$ cat src/rtl/alu_regfile_sequencer_if.sv
// alu_regfile_sequencer_if: command/response handshake bundle between a requester and the sequencer.
interface alu_regfile_sequencer_if #(
    parameter int DATA_W = 32,
    parameter int ADDR_W = 5
);
    logic              cmd_valid;
    logic              cmd_ready;
    logic              cmd_kind;
    logic [3:0]        cmd_opcode;
    logic [1:0]        cmd_mode;
    logic [4:0]        cmd_shamt;
    logic [ADDR_W-1:0] cmd_rs1;
    logic [ADDR_W-1:0] cmd_rs2;
    logic [ADDR_W-1:0] cmd_rd;
    logic [DATA_W-1:0] cmd_imm;
    logic              rsp_valid;
    logic [DATA_W-1:0] rsp_result;
    logic [1:0]        rsp_overflow;
    logic              rsp_err;

    modport master (
        output cmd_valid, cmd_kind, cmd_opcode, cmd_mode, cmd_shamt,
               cmd_rs1, cmd_rs2, cmd_rd, cmd_imm,
        input  cmd_ready, rsp_valid, rsp_result, rsp_overflow, rsp_err
    );

    modport slave (
        input  cmd_valid, cmd_kind, cmd_opcode, cmd_mode, cmd_shamt,
               cmd_rs1, cmd_rs2, cmd_rd, cmd_imm,
        output cmd_ready, rsp_valid, rsp_result, rsp_overflow, rsp_err
    );
endinterface

$ cat src/rtl/alu_regfile_sequencer.sv
// alu_regfile_sequencer: one-command-at-a-time front end driving the shared ALU + register file.
// OVF_TRAP_EN: suppresses writeback of signed-overflowing ALU results and adds a sticky ovf_trap output.
module alu_regfile_sequencer #(
    parameter int DATA_W = 32,
    parameter int ADDR_W = 5,
    parameter int MAX_OP = 8,
    parameter int CNT_W  = 16
) (
    input  logic                  clk,
    input  logic                  rst_n,
    alu_regfile_sequencer_if.slave bus,
    output logic [ADDR_W-1:0]     readreg1,
    output logic [ADDR_W-1:0]     readreg2,
    output logic [ADDR_W-1:0]     writereg,
    output logic [DATA_W-1:0]     data_in,
    output logic                  mux_ctrl,
    output logic                  write_enable,
    output logic [3:0]            OpCode,
    output logic [1:0]            Mode,
    output logic [4:0]            Shift_amt,
    input  logic [DATA_W-1:0]     alu_result,
    input  logic [1:0]            alu_overflow,
`ifdef OVF_TRAP_EN
    output logic                  ovf_trap,
`endif
    output logic [CNT_W-1:0]      op_count
);
    typedef enum logic [1:0] {IDLE, EXEC, WB, RESP} state_t;

    localparam logic [3:0] MAX_OPC = 4'(MAX_OP);

    state_t            state_q, state_d;
    logic              kind_q, kind_d;
    logic              err_q, err_d;
    logic [ADDR_W-1:0] rd_q, rd_d;
    logic [DATA_W-1:0] imm_q, imm_d;
    logic [ADDR_W-1:0] readreg1_q, readreg1_d;
    logic [ADDR_W-1:0] readreg2_q, readreg2_d;
    logic [ADDR_W-1:0] writereg_q, writereg_d;
    logic [DATA_W-1:0] data_in_q, data_in_d;
    logic [3:0]        opcode_q, opcode_d;
    logic [1:0]        mode_q, mode_d;
    logic [4:0]        shamt_q, shamt_d;
    logic [DATA_W-1:0] rsp_result_q, rsp_result_d;
    logic [1:0]        rsp_overflow_q, rsp_overflow_d;
    logic [CNT_W-1:0]  op_count_q, op_count_d;
    logic              legal;
    logic              trap;
`ifdef OVF_TRAP_EN
    logic              ovf_trap_q, ovf_trap_d;
    assign trap = kind_q && mode_q == 2'd1 && |rsp_overflow_q;
`else
    assign trap = 1'b0;
`endif

    assign legal = bus.cmd_opcode <= MAX_OPC;

    always_comb begin
        state_d        = state_q;
        kind_d         = kind_q;
        err_d          = err_q;
        rd_d           = rd_q;
        imm_d          = imm_q;
        readreg1_d     = readreg1_q;
        readreg2_d     = readreg2_q;
        writereg_d     = writereg_q;
        data_in_d      = data_in_q;
        opcode_d       = opcode_q;
        mode_d         = mode_q;
        shamt_d        = shamt_q;
        rsp_result_d   = rsp_result_q;
        rsp_overflow_d = rsp_overflow_q;
        op_count_d     = op_count_q;
`ifdef OVF_TRAP_EN
        ovf_trap_d     = ovf_trap_q;
`endif
        case (state_q)
            IDLE: if (bus.cmd_valid) begin
                kind_d = bus.cmd_kind;
                err_d  = bus.cmd_kind && !legal;
                rd_d   = bus.cmd_rd;
                imm_d  = bus.cmd_imm;
                if (!bus.cmd_kind) begin
                    state_d        = WB;
                    writereg_d     = bus.cmd_rd;
                    data_in_d      = bus.cmd_imm;
                    rsp_result_d   = bus.cmd_imm;
                    rsp_overflow_d = '0;
                end else if (legal) begin
                    state_d    = EXEC;
                    readreg1_d = bus.cmd_rs1;
                    readreg2_d = bus.cmd_rs2;
                    opcode_d   = bus.cmd_opcode;
                    mode_d     = bus.cmd_mode;
                    shamt_d    = bus.cmd_shamt;
                end else begin
                    state_d        = RESP;
                    rsp_result_d   = '0;
                    rsp_overflow_d = '0;
                end
            end
            EXEC: begin
                state_d        = WB;
                writereg_d     = rd_q;
                rsp_result_d   = alu_result;
                rsp_overflow_d = alu_overflow;
            end
            WB: state_d = RESP;
            RESP: begin
                state_d    = IDLE;
                op_count_d = op_count_q + 1'b1;
`ifdef OVF_TRAP_EN
                ovf_trap_d = ovf_trap_q | trap;
`endif
            end
        endcase
    end

    always_ff @(posedge clk) begin
        if (!rst_n) begin
            state_q        <= IDLE;
            kind_q         <= 1'b0;
            err_q          <= 1'b0;
            rd_q           <= '0;
            imm_q          <= '0;
            readreg1_q     <= '0;
            readreg2_q     <= '0;
            writereg_q     <= '0;
            data_in_q      <= '0;
            opcode_q       <= '0;
            mode_q         <= '0;
            shamt_q        <= '0;
            rsp_result_q   <= '0;
            rsp_overflow_q <= '0;
            op_count_q     <= '0;
`ifdef OVF_TRAP_EN
            ovf_trap_q     <= 1'b0;
`endif
        end else begin
            state_q        <= state_d;
            kind_q         <= kind_d;
            err_q          <= err_d;
            rd_q           <= rd_d;
            imm_q          <= imm_d;
            readreg1_q     <= readreg1_d;
            readreg2_q     <= readreg2_d;
            writereg_q     <= writereg_d;
            data_in_q      <= data_in_d;
            opcode_q       <= opcode_d;
            mode_q         <= mode_d;
            shamt_q        <= shamt_d;
            rsp_result_q   <= rsp_result_d;
            rsp_overflow_q <= rsp_overflow_d;
            op_count_q     <= op_count_d;
`ifdef OVF_TRAP_EN
            ovf_trap_q     <= ovf_trap_d;
`endif
        end
    end

    assign bus.cmd_ready    = state_q == IDLE;
    assign bus.rsp_valid    = state_q == RESP;
    assign bus.rsp_err      = state_q == RESP && err_q;
    assign bus.rsp_result   = rsp_result_q;
    assign bus.rsp_overflow = rsp_overflow_q;
    assign readreg1         = readreg1_q;
    assign readreg2         = readreg2_q;
    assign writereg         = writereg_q;
    assign data_in          = data_in_q;
    assign OpCode           = opcode_q;
    assign Mode             = mode_q;
    assign Shift_amt        = shamt_q;
    assign mux_ctrl         = state_q == WB && kind_q;
    assign write_enable     = state_q == WB && !trap;
    assign op_count         = op_count_q;
`ifdef OVF_TRAP_EN
    assign ovf_trap         = ovf_trap_q;
`endif
endmodule

$ cat src/flat_wrapper.sv
// flat-port wrapper written by rule: the top's interface ports become plain ports
module alu_regfile_sequencer_flat 
#(
    parameter int DATA_W = 32,
    parameter int ADDR_W = 5,
    parameter int MAX_OP = 8,
    parameter int CNT_W  = 16
)
  (clk, rst_n, readreg1, readreg2, writereg, data_in, mux_ctrl, write_enable, OpCode, Mode, Shift_amt, alu_result, alu_overflow, op_count, bus_cmd_valid, bus_cmd_kind, bus_cmd_opcode, bus_cmd_mode, bus_cmd_shamt, bus_cmd_rs1, bus_cmd_rs2, bus_cmd_rd, bus_cmd_imm, bus_cmd_ready, bus_rsp_valid, bus_rsp_result, bus_rsp_overflow, bus_rsp_err);
  alu_regfile_sequencer_if #(.DATA_W(DATA_W), .ADDR_W(ADDR_W)) bus_i ();
  input  logic clk;
  input  logic rst_n;
  output logic [ADDR_W-1:0] readreg1;
  output logic [ADDR_W-1:0] readreg2;
  output logic [ADDR_W-1:0] writereg;
  output logic [DATA_W-1:0] data_in;
  output logic mux_ctrl;
  output logic write_enable;
  output logic [3:0] OpCode;
  output logic [1:0] Mode;
  output logic [4:0] Shift_amt;
  input  logic [DATA_W-1:0] alu_result;
  input  logic [1:0] alu_overflow;
  output logic [CNT_W-1:0] op_count;
  input wire logic [$bits(bus_i.cmd_valid)-1:0] bus_cmd_valid;
  input wire logic [$bits(bus_i.cmd_kind)-1:0] bus_cmd_kind;
  input wire logic [$bits(bus_i.cmd_opcode)-1:0] bus_cmd_opcode;
  input wire logic [$bits(bus_i.cmd_mode)-1:0] bus_cmd_mode;
  input wire logic [$bits(bus_i.cmd_shamt)-1:0] bus_cmd_shamt;
  input wire logic [$bits(bus_i.cmd_rs1)-1:0] bus_cmd_rs1;
  input wire logic [$bits(bus_i.cmd_rs2)-1:0] bus_cmd_rs2;
  input wire logic [$bits(bus_i.cmd_rd)-1:0] bus_cmd_rd;
  input wire logic [$bits(bus_i.cmd_imm)-1:0] bus_cmd_imm;
  output wire logic [$bits(bus_i.cmd_ready)-1:0] bus_cmd_ready;
  output wire logic [$bits(bus_i.rsp_valid)-1:0] bus_rsp_valid;
  output wire logic [$bits(bus_i.rsp_result)-1:0] bus_rsp_result;
  output wire logic [$bits(bus_i.rsp_overflow)-1:0] bus_rsp_overflow;
  output wire logic [$bits(bus_i.rsp_err)-1:0] bus_rsp_err;
  assign bus_i.cmd_valid = bus_cmd_valid;
  assign bus_i.cmd_kind = bus_cmd_kind;
  assign bus_i.cmd_opcode = bus_cmd_opcode;
  assign bus_i.cmd_mode = bus_cmd_mode;
  assign bus_i.cmd_shamt = bus_cmd_shamt;
  assign bus_i.cmd_rs1 = bus_cmd_rs1;
  assign bus_i.cmd_rs2 = bus_cmd_rs2;
  assign bus_i.cmd_rd = bus_cmd_rd;
  assign bus_i.cmd_imm = bus_cmd_imm;
  assign bus_cmd_ready = bus_i.cmd_ready;
  assign bus_rsp_valid = bus_i.rsp_valid;
  assign bus_rsp_result = bus_i.rsp_result;
  assign bus_rsp_overflow = bus_i.rsp_overflow;
  assign bus_rsp_err = bus_i.rsp_err;
  alu_regfile_sequencer #(.DATA_W(DATA_W), .ADDR_W(ADDR_W), .MAX_OP(MAX_OP), .CNT_W(CNT_W)) u_core (.clk(clk), .rst_n(rst_n), .bus(bus_i), .readreg1(readreg1), .readreg2(readreg2), .writereg(writereg), .data_in(data_in), .mux_ctrl(mux_ctrl), .write_enable(write_enable), .OpCode(OpCode), .Mode(Mode), .Shift_amt(Shift_amt), .alu_result(alu_result), .alu_overflow(alu_overflow), .op_count(op_count));
endmodule
$ cat config.mk
export PLATFORM = sky130hd
export DESIGN_NAME = alu_regfile_sequencer_flat
export DESIGN_NICKNAME = d
export VERILOG_FILES = /design/src/rtl/alu_regfile_sequencer_if.sv /design/src/rtl/alu_regfile_sequencer.sv /design/src/flat_wrapper.sv
export SDC_FILE = /design/constraint.sdc
export NUM_CORES = 1
export LEC_CHECK = 0
export BUFFER_PORTS_ARGS = -buffer_cell sky130_fd_sc_hd__buf_4
export CORE_MARGIN = 3
export CORE_UTILIZATION = 36
export DETAILED_ROUTE_END_ITERATION = 10
export PLACE_DENSITY = 0.65
export SYNTH_ARGS = -nofsm -noshare
export SYNTH_HDL_FRONTEND = slang
export SYNTH_SLANG_ARGS = --single-unit
$ cat constraint.sdc
create_clock -name clk -period 2.8 [get_ports clk]
set_clock_uncertainty 0.05 [all_clocks]
set_input_delay 0.42 -clock clk [delete_from_list [all_inputs] [get_ports clk]]
set_output_delay 0.42 -clock clk [all_outputs]
set_load 0.01 [all_outputs]
==> flow_summary.ini, run 1 <==
[critical_path]
worstPathRequired_ns = 3.05
slowest_delay_ns = 0.36
startpoint = u_core.state_q[1]$_SDFFE_PN0P_
critical_path_class = register to register
r2r_end = u_core.bus.rsp_result[26]$_SDFFE_PN0P_
timing.critical_path.mode_cell = nand2_1
r2r_start = u_core.state_q[1]$_SDFFE_PN0P_
crit_path_end_kind = register
critical_path.cell_chain = inv_1 -> ha_1 -> nand2_1 -> o221ai_4 -> buf_12 -> nand2_1 -> o211a_1
worst-path-buf-inv = 2
crit_path_start_kind = register
r2r_cells = 7
reg2reg_setup_slack_ns = 0.66
worst-path-max-fanout = 68
path_delay_family = simple AND/OR/NAND/NOR gates
arrival_ns = 2.39
critPathSlowestCell = ha_1

[logic_synthesis]
synth.area.top_cells = dfxtp_1 47%, nand2_1 11%, o211a_1 7.6%
async_flop_share_pct = 0
ys_warn_count = 0
ys.flop_type = dfxtp_1
syn-cell-area_mm2 = 0.00499
synth.avg_cell_area_um2 = 8.74
syn_inst = 571
netlist.area_leader.share_pct = 46.9
ys_types = 39
synth_edf_count = 0
syn_nets = 673
ys_ff_latch = 117
yosysTopAreaCell = dfxtp_1
ys_seq_area_share_pct = 46.9

[power_and_ir_drop]
leakage_nw = 3.47
cellPowerDensity_mw_per_mm2 = 794
switching_share_pct = 28.6
clkPwrFrac_pct = 39.8
power_frac_seq_pct = 34.9
ir_worst_vdd_v = 0.000414
p_int_mw = 4.16
pwr-share-comb_pct = 25.3
p_switching_mw = 1.66

[cts]
htreeDepth = 4
path_clk_slew_ns = 0.05
root_buffer = clkbuf_16
numCtsBuffers = 17
clock_sinks = 117
post_cts_resized = 0
post_cts_buffers = 0
clock_path_buffers = 2
holdBufCountCts = 0
insertion_delay_ns = 0.40
cts_tree = built

[grt]
antenna_found_initial = 0
grt_pass1_vias = 4598
grt_pass1_wl_um = 23000
track_usage_pct = 19.5
overflow = 0
grt_start_max_net_pins = 69

[drt]
drt-vias-per-instance = 5.01
vias = 4752
drtPass1Iterations = 5
wl_um = 15000
wl_per_cell_um = 15.8
ant_nets = 0
drc = 0
drtIter0Drc = 257

[finish]
stdcell_count = 948
syn2layout_area_growth_pct = 46.9
nNetsFinal = 861
antenna_cells = 0
multi_input_area_mm2 = 0.00246
finish.utilization_pct = 54.7
ff_latch_area_mm2 = 0.00234
drive_gt1_share_pct = 33.3
fill_cells = 1263

[timing]
hold_viol_final = 0
fin_crit_sh_pct = 76.6
slew_violations = 0
slew_headroom_pct = 49.2
rsz0062_at_grt = false
finalSetupTns_ns = 0
min_period_ns = 2.14
setup_viol = 0
tightest_slew_ns = 0.756
fmax_mhz = 466

[floorplanning]
die-width_um = 124
initial_core_util_pct = 37.3
die_area_mm2 = 0.0153
ioPinCount = 209
num_rows = 42
core_area_mm2 = 0.0134
die_h_um = 124

[outcome]
status = finished, final reports clean

[placed_design]
globalplace.congestion = 0.785
hpwl_um = 10600
io_buffers = 208
place_inst = 916

[worst_hold_path]
hold_depth = 3
hold_path_end = u_core.Mode[0]$_SDFFE_PN0P_
hp-start = bus_cmd_mode[0]
min_path_type = primary input to register

[flow_run]
cap_violations = 0
power groups by stage:
stage / Combinational, mW / Sequential [mW] / Clock (mW)
6_report: 1.47 / 2.03 / 2.31
5_1_grt: 1.62 / 2.06 / 2.43
4_1_cts: 1.49 / 2.03 / 2.36
3_5_place_dp: 1.49 / 2.06 / 0
3_3_place_gp: 1.45 / 2.05 / 0
2_1_floorplan: 0.706 / 2.14 / 0
Yosys cell counts, types with 2 or more instances:
master,number
o211a_1,38
nor2b_1,2
and3_1,3
nand4_1,5
clkbuf_1,33
a21boi_0,39
o31ai_1,2
nor3b_1,32
ha_1,6
mux2i_1,7
nand3_1,26
nand2_1,141
buf_1,3
inv_1,3
o21ai_0,25
xnor2_1,9
dfxtp_1,117
xor2_1,3
nand2b_1,2
a21oi_1,33
and2_1,15
buf_2,10
stage by stage:
step | instance area (um^2) | setup slack (ns) | hold slack (ns) | total power [mW]
5_1_grt | 7330 | 0.429 | 0.174 | 6.12
6_report | 7330 | 0.656 | 0.176 | 5.82
3_5_place_dp | 6700 | 0.644 | 0.406 | 3.55
3_3_place_gp | 6700 | 0.754 | 0.397 | 3.51
4_1_cts | 7330 | 0.638 | 0.160 | 5.89
2_1_floorplan | 4990 | 0.905 | 0.389 | 2.85
layout make-up:
cell class / instances / share of cell area (%)
timing repair buffer: 216 / 22.6
sequential: 117 / 31.9
inverter: 3 / 0.154
tap: 176 / 3.00
multi-input combinational: 404 / 33.6
clock buffer: 23 / 6.65
clock inverter: 9 / 2.01
cells by family (layout without fill, tap and decap cells):
kind of cell | after synthesis | count (layout) | share of synthesized area [%]
AO/OA/AOI/OAI | 144 | 144 | 21.0
multiplexers | 7 | 7 | 1.40
adder cells (fa/ha/maj) | 6 | 6 | 1.50
flip-flops | 117 | 117 | 46.9
XOR/XNOR | 12 | 12 | 2.11
buffers and inverters | 50 | 251 | 4.09
AND/OR/NAND/NOR | 235 | 235 | 23.0
layer usage:
layer | routed length (um) | track usage (%) | vias up | part of all wire [%]
li1 | - | - | 2345 | -
met3 | 982 | 6.49 | 32 | 6.6
met5 | 0 | 0 | - | 0
met1 | 5870 | 21.2 | 2230 | 39
met4 | 446 | 8.79 | 0 | 3.0
met2 | 7690 | 34.4 | 145 | 51
worst register-to-register path: cells and delay by family, from the launching register on:
family                   cells  cell delay, ns
AND/OR/NAND/NOR              2            0.47
buffers and inverters        2            0.41
flip-flops                   1            0.33
adder cells (fa/ha/maj)      1            0.36
AO/OA/AOI/OAI                2            0.42
placed cells by master (no fill, tap or decap), types with 2 or more instances in the layout:
cell type / Yosys / layout
a21boi_0: 39 / 39
a21oi_1: 33 / 33
and2_1: 15 / 15
and3_1: 3 / 3
buf_12: 0 / 3
buf_4: 1 / 213
bufinv_16: 0 / 4
clkbuf_1: 33 / 2
clkbuf_16: 0 / 17
clkbuf_8: 0 / 4
clkinv_2: 0 / 4
dfxtp_1: 117 / 117
ha_1: 6 / 5
inv_1: 3 / 3
mux2i_1: 7 / 7
nand2_1: 141 / 141
nand2b_1: 2 / 2
nand3_1: 26 / 26
nand4_1: 5 / 5
nor3b_1: 32 / 32
o211a_1: 38 / 38
o21ai_0: 25 / 25
o31ai_1: 2 / 2
xnor2_1: 9 / 9
xor2_1: 3 / 3
state kept, by name (all words and copies together) (netlist names), 4 cells and up:
signal,cells
u_core.OpCode,4
u_core.Shift_amt,5
u_core.bus.rsp_result,32
u_core.data_in,32
u_core.op_count,16
u_core.rd_q,5
u_core.readreg1,5
u_core.readreg2,5
u_core.writereg,5
worst max path at each step:
stage,endpoint,cells past startpoint
2_1_floorplan,u_core.bus.rsp_result[10]$_SDFFE_PN0P_,8
3_3_place_gp,u_core.bus.rsp_result[14]$_SDFFE_PN0P_,7
3_5_place_dp,u_core.data_in[2]$_SDFFE_PN0P_,7
4_1_cts,u_core.data_in[12]$_SDFFE_PN0P_,7
5_1_grt,u_core.data_in[22]$_SDFFE_PN0P_,7
6_report,u_core.bus.rsp_result[26]$_SDFFE_PN0P_,7
No activity file was read; power rests on OpenSTA's default activity.
==> inputs of run 2 (changes only) <==
--- a/config.mk
+++ b/config.mk
@@ -5,11 +5,12 @@
 export SDC_FILE = /design/constraint.sdc
 export NUM_CORES = 1
 export LEC_CHECK = 0
+export ABC_AREA = 1
 export BUFFER_PORTS_ARGS = -buffer_cell sky130_fd_sc_hd__buf_4
 export CORE_MARGIN = 3
 export CORE_UTILIZATION = 36
 export DETAILED_ROUTE_END_ITERATION = 10
-export PLACE_DENSITY = 0.65
+export PLACE_DENSITY = 0.67
 export SYNTH_ARGS = -nofsm -noshare
 export SYNTH_HDL_FRONTEND = slang
 export SYNTH_SLANG_ARGS = --single-unit
==> constraint.sdc (replaced) <==
create_clock -name clk -period 1.8 [get_ports clk]
set_clock_uncertainty 0.05 [all_clocks]
set_input_delay 0.27 -clock clk [delete_from_list [all_inputs] [get_ports clk]]
set_output_delay 0.27 -clock clk [all_outputs]
set_load 0.01 [all_outputs]
==> run 2 against run 1 <==
Total power increased by 59%; die area grew 3.2%; design area grew 3.3%; sequential share of layout area down 1.0 points.
==> flow_summary.ini, run 2 <==
[outcome]
status = finished, final reports clean

[timing]
hold_viol_final = 0
setup_viol = 0
fin_crit_sh_pct = 96.0
fmax_mhz = 578
slew_headroom_pct = 74.3
tightest_slew_ns = 0.383
fin_ws_ns = 0.0712
rsz0062_at_grt = true
slew_violations = 0
min_period_ns = 1.73

[logic_synthesis]
netlist.area_leader.share_pct = 45.4
synthSimpleGateAreaFrac_pct = 37.9
yosysTopAreaCell = dfxtp_1
synth_common_cells = 236 x nand2_1, 117 x dfxtp_1, 116 x nor2_1, 66 x a21oi_1, 60 x nand3_1
synth_edf_count = 0
ys_seq_area_share_pct = 45.4
async_flop_share_pct = 0
synth.area.mux_share_pct = 0
ys_types = 26
synth_compound_area_share_pct = 8.87
synth_top_family_by_area = simple AND/OR/NAND/NOR gates
ys_ff_latch = 117
syn_nets = 847
synthAdderAreaFrac_pct = 1.45
ys.flop_type = dfxtp_1
syn-cell-area_mm2 = 0.00516
synth.avg_cell_area_um2 = 6.93
syn_inst = 745
synth-xor-area-share_pct = 0.170
synth.most_common_cell = nand2_1
ys_warn_count = 0
synth.area.top_cells = dfxtp_1 45%, nand2_1 17%, nor2_1 8.4%

[critical_path]
timing.critical_path.mode_cell = buf_4
worst-path-buf-inv = 4
r2r_start = u_core.state_q[0]$_SDFFE_PN0P_
critical_path.cell_chain = buf_4 -> ha_4 -> buf_4 -> nand2_1 -> inv_1 -> buf_4
r2r_cells = 10
crit_path_start_kind = register
critPathSlowestCell = dfxtp_1
path_delay_family = buffers and inverters
worstPathRequired_ns = 1.48
critical_path_class = register to output pin
crit_path_end_kind = output pin
startpoint = u_core.state_q[1]$_SDFFE_PN0P_
arrival_ns = 1.41
slowest_delay_ns = 0.31
critical_path_cell_count = 6
worst-path-max-fanout = 6

[power_and_ir_drop]
cellPowerDensity_mw_per_mm2 = 1220
p_int_mw = 6.35
ir_worst_vdd_v = 0.000723
switching_share_pct = 31.5
leakage_nw = 3.64
power_frac_seq_pct = 34.4
p_switching_mw = 2.92
clkPwrFrac_pct = 34.4
pwr-share-comb_pct = 31.2

[cts]
path_clk_slew_ns = 0.05
post_cts_buffers = 0
clock_path_buffers = 2
numCtsBuffers = 17
cts_tree = built
clock_sinks = 117
htreeDepth = 4
insertion_delay_ns = 0.40
root_buffer = clkbuf_16

[floorplanning]
die-width_um = 126
ioPinCount = 209
num_rows = 43
initial_core_util_pct = 37.0
core_area_mm2 = 0.0139
die_area_mm2 = 0.0158
die_h_um = 126

[drt]
vias = 5436
drtPass1Iterations = 4
drc = 0
drt-vias-per-instance = 4.77
drtIter0Drc = 278
wl_um = 16700
ant_nets = 0
wl_per_cell_um = 14.6

[grt]
track_usage_pct = 20.8
grt_pass1_vias = 5274
grt_pass1_wl_um = 26600
overflow = 0
grt_start_max_net_pins = 55
antenna_found_initial = 0

[finish]
final_cell_mix = 236 x nand2_1, 224 x buf_4, 116 x nor2_1, 116 x dfxtp_1, 66 x a21oi_1
finish.utilization_pct = 54.4
syn2layout_area_growth_pct = 46.8
drive_gt1_share_pct = 28.3
antenna_cells = 0
layout.cells.most_common = nand2_1
fill_cells = 1386
nNetsFinal = 1051

[worst_hold_path]
hp-start = bus_cmd_imm[19]
min_path_type = primary input to register
hold_depth = 3

[placed_design]
globalplace.congestion = 0.791
io_buffers = 208
hpwl_um = 11800
dp_slack_ns = 0.0589

[flow_run]
cap_violations = 0
[run 2: power by group through the flow]
stage	logic (mW)	registers [mW]	clock network, mW
finish	2.89	3.19	3.19
global route	3.20	3.24	3.39
CTS	2.90	3.19	3.25
detailed placement	2.88	3.23	0
global placement	2.86	3.22	0
floorplan	1.47	3.36	0
[run 2: routing by layer]
| metal | vias up | share of wire (%) | global-route usage [%] |
|---|---|---|---|
| met1 | 2429 | 41 | 24.8 |
| met2 | 198 | 48 | 34.4 |
| met5 | - | 0 | 0 |
| li1 | 2793 | - | - |
| met3 | 16 | 9.9 | 9.03 |
| met4 | 0 | 1.2 | 5.62 |
[run 2: logic make-up (layout without fill, tap and decap cells)]
kind of cell	after synthesis	after routing
flops	117	117
compound gates	89	89
xor+xnor	1	1
buf+inv	76	291
simple gates	456	456
fa+ha+maj	6	6
[run 2: final cells by class]
class                      count  area (um^2)  area share [%]
tap                          180          225            2.97
inverter                      30          115            1.52
timing repair buffer         231         1820            24.0
clock buffer                  26          509            6.72
multi-input combinational    552         2520            33.2
sequential                   117         2340            30.9
clock inverter                 4         45.0           0.594
[run 2: worst register-to-register path, cell delays in order (launching register included)]
cell,delay (ns)
dfxtp_2,0.37
inv_1,0.09
ha_2,0.23
nand2_4,0.13
nor2_4,0.06
a21oi_4,0.15
nand2_1,0.08
inv_2,0.07
buf_12,0.19
nor2_1,0.08
nor2_1,0.11
[run 2: stage by stage]
| stage | setup TNS (ns) | area [um^2] | hold slack (ns) | instances | total power, mW |
|---|---|---|---|---|---|
| 2_1_floorplan | 0 | 5160 | 0.364 | 745 | 4.83 |
| 3_3_place_gp | 0 | 7000 | 0.388 | 1110 | 6.09 |
| 3_5_place_dp | 0 | 7000 | 0.387 | 1110 | 6.11 |
| 4_1_cts | -0.00335 | 7560 | 0.0597 | 1140 | 9.34 |
| 5_1_grt | -0.277 | 7580 | 0.0632 | 1140 | 9.83 |
| 6_report | 0 | 7580 | 0.0805 | 1140 | 9.27 |
[run 2: path summary, 6_finish.rpt]
check                                           to  slack [ns]
max                                    bus_rsp_err        0.07
min                u_core.data_in[19]$_SDFFE_PN0P_        0.08
max reg2reg  u_core.bus.rsp_result[9]$_SDFFE_PN0P_        0.13
min reg2reg          u_core.OpCode[3]$_SDFFE_PN0P_        0.40
[run 2: repair_timing]
action | CTS | global route
resized for setup | 1 | 5
pin swaps | 0 | 0
setup endpoints to repair | 2 | 61
hold buffers | 0 | 0
